`src/rtl/reset_sync_sequencer.sv`:
```
// Multi-channel reset synchroniser and staggered release sequencer.
// Requests are synchronised per channel; one FSM holds all resets, then releases them in index order.
module reset_sync_sequencer #(
  parameter int NUM_CH         = 4,
  parameter int SYNC_DEPTH     = 3,
  parameter int HOLD_CYCLES    = 16,
  parameter int STAGGER_CYCLES = 4
) (
  input  logic              clock,
  input  logic              reset,
  input  logic [NUM_CH-1:0] io_rst_req,
  input  logic              io_sw_rst,
  output logic [NUM_CH-1:0] io_rst_out,
  output logic              io_all_released,
  output logic              io_busy,
  output logic [1:0]        io_state
);

  localparam int HW = $clog2(HOLD_CYCLES + 1);
  localparam int SW = $clog2(STAGGER_CYCLES + 1);
  localparam int IW = $clog2(NUM_CH + 1);

  localparam logic [HW-1:0]     HOLD_LAST = HW'(HOLD_CYCLES - 1);
  localparam logic [SW-1:0]     STG_LAST  = SW'(STAGGER_CYCLES - 1);
  localparam logic [IW-1:0]     IDX_LAST  = IW'(NUM_CH - 1);
  localparam logic [NUM_CH-1:0] ALL_ONES  = {NUM_CH{1'b1}};
  localparam logic [NUM_CH-1:0] ALL_ZEROS = {NUM_CH{1'b0}};
  localparam logic [NUM_CH-1:0] CH0       = NUM_CH'(1);

  typedef enum logic [1:0] {
    ST_HOLD    = 2'd0,
    ST_RELEASE = 2'd1,
    ST_RUN     = 2'd2
  } state_t;

  logic [SYNC_DEPTH-1:0] sync [NUM_CH];
  logic [NUM_CH-1:0]     req_s;
  logic                  any_req;

  state_t            state;
  logic [HW-1:0]     hold_cnt;
  logic [SW-1:0]     stg_cnt;
  logic [IW-1:0]     idx;
  logic [NUM_CH-1:0] rst_out;
  logic              all_released;
  logic              busy;

  // Per-channel synchroniser chains; they power up asserting a request.
  always_ff @(posedge clock) begin
    for (int i = 0; i < NUM_CH; i++) begin
      if (reset) begin
        sync[i] <= {SYNC_DEPTH{1'b1}};
      end else begin
        sync[i] <= {sync[i][SYNC_DEPTH-2:0], io_rst_req[i]};
      end
    end
  end

  always_comb begin
    req_s = ALL_ZEROS;
    for (int i = 0; i < NUM_CH; i++) begin
      req_s[i] = sync[i][SYNC_DEPTH-1];
    end
  end

  assign any_req = (|req_s) | io_sw_rst;

  // Sequencer FSM: any request reasserts everything; release is always staged from channel 0.
  always_ff @(posedge clock) begin
    if (reset) begin
      state        <= ST_HOLD;
      rst_out      <= ALL_ONES;
      hold_cnt     <= HW'(0);
      stg_cnt      <= SW'(0);
      idx          <= IW'(0);
      all_released <= 1'b0;
      busy         <= 1'b1;
    end else begin
      case (state)
        ST_HOLD: begin
          rst_out <= ALL_ONES;
          if (any_req) begin
            hold_cnt <= HW'(0);
          end else if (hold_cnt == HOLD_LAST) begin
            rst_out  <= ALL_ONES & ~CH0;
            hold_cnt <= HW'(0);
            if (NUM_CH == 1) begin
              state        <= ST_RUN;
              all_released <= 1'b1;
              busy         <= 1'b0;
            end else begin
              state   <= ST_RELEASE;
              idx     <= IW'(1);
              stg_cnt <= SW'(0);
            end
          end else begin
            hold_cnt <= hold_cnt + HW'(1);
          end
        end
        ST_RELEASE: begin
          if (any_req) begin
            rst_out  <= ALL_ONES;
            state    <= ST_HOLD;
            hold_cnt <= HW'(0);
          end else if (stg_cnt == STG_LAST) begin
            rst_out <= rst_out & ~(CH0 << idx);
            stg_cnt <= SW'(0);
            if (idx == IDX_LAST) begin
              state        <= ST_RUN;
              all_released <= 1'b1;
              busy         <= 1'b0;
            end else begin
              idx <= idx + IW'(1);
            end
          end else begin
            stg_cnt <= stg_cnt + SW'(1);
          end
        end
        ST_RUN: begin
          if (any_req) begin
            rst_out      <= ALL_ONES;
            state        <= ST_HOLD;
            hold_cnt     <= HW'(0);
            all_released <= 1'b0;
            busy         <= 1'b1;
          end else begin
            rst_out <= ALL_ZEROS;
          end
        end
        default: begin
          rst_out      <= ALL_ONES;
          state        <= ST_HOLD;
          hold_cnt     <= HW'(0);
          all_released <= 1'b0;
          busy         <= 1'b1;
        end
      endcase
    end
  end

  assign io_rst_out      = rst_out;
  assign io_all_released = all_released;
  assign io_busy         = busy;
  assign io_state        = state;

endmodule

```
`config.mk`:
```
export PLATFORM = sky130hd
export DESIGN_NAME = reset_sync_sequencer
export DESIGN_NICKNAME = d
export VERILOG_FILES = /design/src/rtl/reset_sync_sequencer.sv
export SDC_FILE = /design/constraint.sdc
export NUM_CORES = 1
export LEC_CHECK = 0
export BUFFER_PORTS_ARGS = -buffer_cell sky130_fd_sc_hd__buf_4
export CAP_MARGIN = 25
export CORE_MARGIN = 10
export CORE_UTILIZATION = 25
export CTS_BUF_LIST = sky130_fd_sc_hd__clkbuf_4 sky130_fd_sc_hd__clkbuf_8 sky130_fd_sc_hd__clkbuf_16
export DETAILED_ROUTE_END_ITERATION = 10
export MAX_ROUTING_LAYER = met4
export PLACE_DENSITY_LB_ADDON = 0.05
export SLEW_MARGIN = 15
export SYNTH_ARGS = -nofsm -noshare
export SYNTH_HDL_FRONTEND = slang
export SYNTH_SLANG_ARGS = --single-unit
```
`constraint.sdc`:
```
create_clock -name clock -period 2 [get_ports clock]
set_input_delay 0.4 -clock clock [delete_from_list [all_inputs] [get_ports clock]]
set_output_delay 0.4 -clock clock [all_outputs]
set_load 0.005 [all_outputs]
```
==> results of run 1 <==
[sequential cells by signal (all words and copies together) (netlist names)]
register         flops
sync                12
hold_cnt             5
io_rst_out           4
idx                  3
stg_cnt              3
io_state             2
io_all_released      1
io_busy              1
[repair_timing]
item | 4_1_cts | 5_1_grt
endpoints found under the setup margin | 0 | 1
hold buffers | 0 | 0
resized for setup | 0 | 2
[path summary, 6_finish.rpt]
| kind | end | cells past startpoint | slack (ns) |
|---|---|---|---|
| min reg2reg | sync[1][1] | 1 | 0.41 |
| max reg2reg | hold_cnt[2] | 5 | 0.21 |
| max | hold_cnt[2] | 5 | 0.21 |
| min | sync[2][0] | 2 | 0.30 |
[per-layer routing]
| layer | up-vias | global-route usage (%) |
|---|---|---|
| met5 | - | - |
| met4 | 0 | 3.24 |
| met3 | 6 | 2.77 |
| met2 | 17 | 11.3 |
| met1 | 572 | 8.36 |
| li1 | 615 | - |
[where the power goes]
part	leakage (nW)	switching (mW)	total (mW)	internal, mW
logic	0.359	0.0147	0.0306	0.0159
clock network	0.0402	0.238	0.480	0.242
registers	0.253	0.00330	0.630	0.627
[cell usage after synthesis (2+ instances only)]
cell      count
nand2b_1      5
nand3b_1      5
nand2_1       7
clkbuf_1      5
a21oi_1      10
or2_2        13
o21ai_0       9
dfxtp_1      31
a211o_1       3
a31oi_1       4
a211oi_1      3
o31ai_1       3
nand3_1       8
inv_1         8
ha_1         11
nand4b_1      2
or4_1         3
nor2_1        8
[critical path: cells and delay by family (launching register included)]
kind / cells / cell delay, ns
AO/OA/AOI/OAI: 1 / 0.23
adder cells (fa/ha/maj): 1 / 0.36
buffers and inverters: 1 / 0.07
flip-flops: 1 / 0.38
AND/OR/NAND/NOR: 2 / 0.66
[logic make-up (layout without fill, tap and decap cells)]
logic type	Yosys count	in the layout	share of synthesized area (%)
simple gates	65	65	28.0
flops	31	31	41.2
fa+ha+maj	11	11	9.14
mux	1	1	0.914
buf+inv	14	32	3.57
compound gates	39	39	17.1
[area by class of cell]
type,instances,area (sq um)
clock buffers,5,68.8
clock inverters,3,20.0
fillers,633,4100
inverters,8,30.0
multi-input cells,116,831
flip-flops and latches,31,623
well taps,75,93.8
repair buffers,16,120
==> flow_metrics.env, run 1 <==
export IMPL_layout_cells_most_common_list="dfxtp_1 (29), buf_4 (16), or2_2 (13)"
export IMPL_yosys_most_used_dff="dfxtp_1"
export IMPL_core_area_sq_um=5890
export IMPL_worst_hold_path_type="input port to register"
export IMPL_cts_sinks=31
export IMPL_timing_critical_path_slowest_cell_delay_ns=0.47
export IMPL_crit_type="register to register"
export IMPL_critical_path_fanout_max=6
export IMPL_final_cell_count_no_fill=254
export IMPL_synthToLayoutAreaGrowth_pct=18.7
export IMPL_clockRootBuffer="clkbuf_8"
export IMPL_post_layout_total_power_mw=1.14
export IMPL_dr_wl_met2_microns=1560
export IMPL_routed_via_count=1210
export IMPL_summed_instance_area_of_the_synthesized_netlist_sq_um=1510
export IMPL_die_area_sq_um=9520
export IMPL_route_detailed_wl_per_inst_microns=13.3
export IMPL_clock_skew_final_ns=0.00827
export IMPL_worstSetupStartpoint="io_state[0]"
export IMPL_num_nets_final=196
export IMPL_min_delay_start="io_rst_req[2]"
export IMPL_drt_iter0_drc=63
export IMPL_finalCritPeriodShare_pct=89.3
export IMPL_crit_path_top_delay_cell="or3b_2"
export IMPL_sequential_area_share_after_synthesis_pct=41.2
export IMPL_final_area_sq_um=1790
export IMPL_groute_usage_overall_pct=7.38
export IMPL_total_leakage_power_nw=0.653
export IMPL_grt_antenna_before_repair=0
export IMPL_tritoncts="done"
export IMPL_grt_start_max_net_pins=36
export IMPL_synth_top_cell_by_area="dfxtp_1"
export IMPL_pin_count=15
export IMPL_synthDominantCellAreaShare_pct=41.2
export IMPL_required_time_of_the_worst_setup_path_ns=2.19
export IMPL_highest_signal_layer="met4"
export IMPL_post_dp_cell_area_sq_um=1700
export IMPL_measured_slew_at_the_worst_slew_check_pin_ns=0.434
export IMPL_floorplan_rows=28
export IMPL_post_route_cells_drive_above_1_share_pct=27.9
export IMPL_arrival_ns=1.98
export IMPL_die_h_microns=97.6
export IMPL_wire_length_of_the_first_global_routing_pass_microns=5670
export IMPL_finalCoreUtilization_pct=30.4
export IMPL_antenna_diode_count=0
export IMPL_drcViolationCount=0
export IMPL_postSynthCellCount=161
export IMPL_rsz0062_at_grt="false"
export IMPL_vdd_ir_drop_worst_mv=0.249
export IMPL_globalRoute_totalOverflow=0
export IMPL_cts_setup_buffers=0
export IMPL_layout_min_cycle_time_ns=1.79
export IMPL_placedCellCount=246
export IMPL_grt_pass1_vias=1202
export IMPL_fmaxAchievable_mhz=560
export IMPL_most_common_cell_after_layout_fill_and_taps_aside="dfxtp_1"
export IMPL_crit_chain="inv_1 > ha_1 > nand2b_1 > or3b_2 > a211oi_1"
export IMPL_hpwl_microns=2500
export IMPL_port_buffers=14
export IMPL_timing_critical_path_from_type="register"
export IMPL_clk_pin_slew_ns=0.07
export IMPL_synth_enable_flop_cells=0
export IMPL_asyncSetResetFlopFracSynth_pct=0
export IMPL_timing_slew_headroom_pct=70.8
export IMPL_htreeDepth=2
export IMPL_length_of_routed_met3_wiring_microns=139
export IMPL_clock_path_buffers=2
export IMPL_start_util_pct=25.6
export IMPL_outcome="complete, no violations"
export IMPL_ant_nets=0
export IMPL_synth_net_count=179
export IMPL_timing_max_transition_violations_final=0
export IMPL_source_to_sink_clock_delay_at_the_later_pin_of_the_worst_skew_pair_ns=0.28
export IMPL_crit_end_element="register"
export IMPL_yosys_cell_types_count=41
export IMPL_die_x_microns=97.6
export IMPL_worst_flop_to_flop_path_startpoint="io_state[0]"
export IMPL_synthesis_area_per_instance_sq_um=9.35
export IMPL_finalWirelength_microns=3370
export IMPL_yosys_register_bits=31
export IMPL_place_ws_ns=0.0940
export IMPL_drt_met1_wl_microns=1610
export IMPL_globalplace_congestion=0.760
export IMPL_synth_yosys_warnings=0
export IMPL_detailedRoute_firstPassIterationCount=4
export IMPL_synthTopCellsByArea="dfxtp_1 (41%), ha_1 (9.1%), or2_2 (5.4%), a21oi_1 (3.3%), o21ai_0 (3.0%)"
export IMPL_power_density_cell_area_nw_per_um2=638
export IMPL_maxCapViolCount=0
export IMPL_detail_route_vias_per_cell=4.76
export IMPL_final_hold_viol_count=0
export IMPL_fin_setup_tns_ns=0
export IMPL_setup_viol=0
export IMPL_cts_inserted_buffers=5
export IMPL_worst_hold_slack_ns=0.297
export IMPL_final_critical_path_setup_slack_ns=0.214
Power figures use the tool's default switching activity.
==> run 2, diff against run 1 <==
Settings changed: CORE_MARGIN 10 to default.
==> run 2 against run 1 <==
Count of clock-buffer cells in the layout grew 1. Setup slack got worse by 0.060 ns. Non-clock buffer count is the same. Global-route usage grew 4.3 points. Sequential share of layout area decreased by 0.57 points. Clock power grew 33%. Register-to-register slack worse by 0.06 ns. Total power up 14%. Highest routed layer unchanged.
==> flow_metrics.env, run 2 (synthesized netlist as in run 1, its figures left out) <==
export IMPL_outcome="complete, no violations"
export IMPL_num_nets_final=196
export IMPL_rsz0062_at_grt="false"
export IMPL_clock_path_buffers=2
export IMPL_layout_filler_cells=579
export IMPL_min_delay_start="io_rst_req[0]"
export IMPL_maxCapViolCount=0
export IMPL_power_density_cell_area_nw_per_um2=718
export IMPL_ant_nets=0
export IMPL_timing_max_transition_violations_final=0
export IMPL_tritoncts="done"
export IMPL_worstSetupStartpoint="io_state[0]"
export IMPL_worst_flop_to_flop_path_startpoint="io_state[0]"
export IMPL_crit_end_element="register"
export IMPL_fin_setup_tns_ns=0
export IMPL_min_delay_worst_endpoint="sync[0][0]"
export IMPL_finalCritPeriodShare_pct=92.3
export IMPL_clockRootBuffer="clkbuf_8"
export IMPL_floorplan_rows=27
export IMPL_core_area_sq_um=5640
export IMPL_place_ws_ns=0.130
export IMPL_die_x_microns=79.6
export IMPL_pin_count=15
export IMPL_worst_hold_slack_ns=0.296
export IMPL_wire_length_of_the_first_global_routing_pass_microns=5490
export IMPL_worst_hold_path_type="input port to register"
export IMPL_die_h_microns=79.6
export IMPL_largest_register_ff_count=12
export IMPL_groute_usage_overall_pct=11.6
export IMPL_final_critical_path_setup_slack_ns=0.154
export IMPL_timing_critical_path_from_type="register"
export IMPL_most_common_cell_after_layout_fill_and_taps_aside="dfxtp_1"
export IMPL_final_hold_viol_count=0
export IMPL_setup_viol=0
export IMPL_htreeDepth=2
export IMPL_footprint_of_the_multi_input_gates_sq_um=831
export IMPL_critical_path_fanout_max=6
export IMPL_required_time_of_the_worst_setup_path_ns=2.20
export IMPL_port_buffers=14
export IMPL_timing_slew_headroom_pct=69.2
export IMPL_drt_iter0_drc=119
export IMPL_globalplace_congestion=0.782
export IMPL_die_area_sq_um=6340
export IMPL_total_leakage_power_nw=0.673
export IMPL_worstReg2RegEnd="hold_cnt[2]"
export IMPL_antenna_diode_count=0
export IMPL_arrival_ns=2.04
export IMPL_regMostFlops="sync"
export IMPL_grt_pass1_vias=1168
export IMPL_clock_skew_final_ns=0.00570
export IMPL_detailedRoute_firstPassIterationCount=4
export IMPL_fmaxAchievable_mhz=542
export IMPL_ctsHoldBuffers=0
export IMPL_globalRoute_totalOverflow=0
export IMPL_cts_sinks=31
export IMPL_grt_antenna_before_repair=0
export IMPL_cts_inserted_buffers=5
export IMPL_post_layout_total_power_mw=1.30
export IMPL_cts_setup_buffers=0
export IMPL_synthToLayoutAreaGrowth_pct=20.2
export IMPL_cts_resized=0
export IMPL_finalWirelength_microns=3110
export IMPL_route_detailed_wl_per_inst_microns=12.4
export IMPL_detail_route_vias_per_cell=4.84
export IMPL_routed_via_count=1214
export IMPL_source_to_sink_clock_delay_at_the_later_pin_of_the_worst_skew_pair_ns=0.28
export IMPL_timing_hold_worst_path_depth=2
export IMPL_layout_cells_most_common_list="dfxtp_1 (31), buf_4 (16), or2_2 (13)"
export IMPL_measured_slew_at_the_worst_slew_check_pin_ns=0.458
export IMPL_crit_type="register to register"
export IMPL_post_route_cells_drive_above_1_share_pct=26.8
export IMPL_r2r_slack_ns=0.15
export IMPL_clk_pin_slew_ns=0.07
export IMPL_vdd_ir_drop_worst_mv=0.353
export IMPL_hpwl_microns=2290
export IMPL_layout_min_cycle_time_ns=1.85
export IMPL_worstRegToRegCells=5
export IMPL_sequential_cell_area_sq_um=621
export IMPL_start_util_pct=26.7
export IMPL_drcViolationCount=0
export IMPL_grt_start_max_net_pins=36
run 2: cell count changes in the layout (fill, tap and decap cells not counted), sizes merged:
cell	before	now
clkinvlp	2	0
bufinv	0	1
clkbuf	5	6
run 2: layout make-up:
type,instances,area share [%]
multi-input combinational,116,45.9
timing repair buffer,16,6.64
clock inverter,2,1.94
clock buffer,6,4.56
sequential,31,34.3
inverter,8,1.66
tap,72,4.98
run 2: worst max-delay path, cell delays in order, from the launching register on:
cell	delay, ns
dfxtp_1	0.42
inv_1	0.09
ha_1	0.37
nand2b_1	0.19
or3b_2	0.47
a211oi_1	0.22
run 2: stage by stage:
step                util [%]  std cells  instance area [sq um]
finish                  32.1        251                   1810
global route            32.1        251                   1810
CTS                     32.1        251                   1810
global placement        30.0        243                   1690
floorplan                  -        161                   1510
detailed placement      30.0        243                   1690
run 2: metal layers:
layer | wire [microns] | global-route usage [%] | vias up
met1 | 1550 | 15.1 | 575
met3 | 118 | 3.43 | 4
li1 | - | - | 614
met2 | 1410 | 16.8 | 21
met5 | 0 | - | -
met4 | 34 | 4.73 | 0
run 2: power by group:
part	switching (mW)	internal [mW]	total [mW]
logic	0.0148	0.0159	0.0308
registers	0.00336	0.627	0.630
clock network	0.236	0.403	0.638
run 2: worst max path at each step:
| stage | end | slack (ns) | depth (start not counted) |
|---|---|---|---|
| finish | hold_cnt[2] | 0.15 | 5 |
| global route | io_state[1] | 0.01 | 6 |
| CTS | hold_cnt[2] | 0.13 | 5 |
| detailed placement | hold_cnt[2] | 0.13 | 5 |
| global placement | idx[0] | 0.18 | 6 |
| floorplan | hold_cnt[2] | 0.27 | 5 |
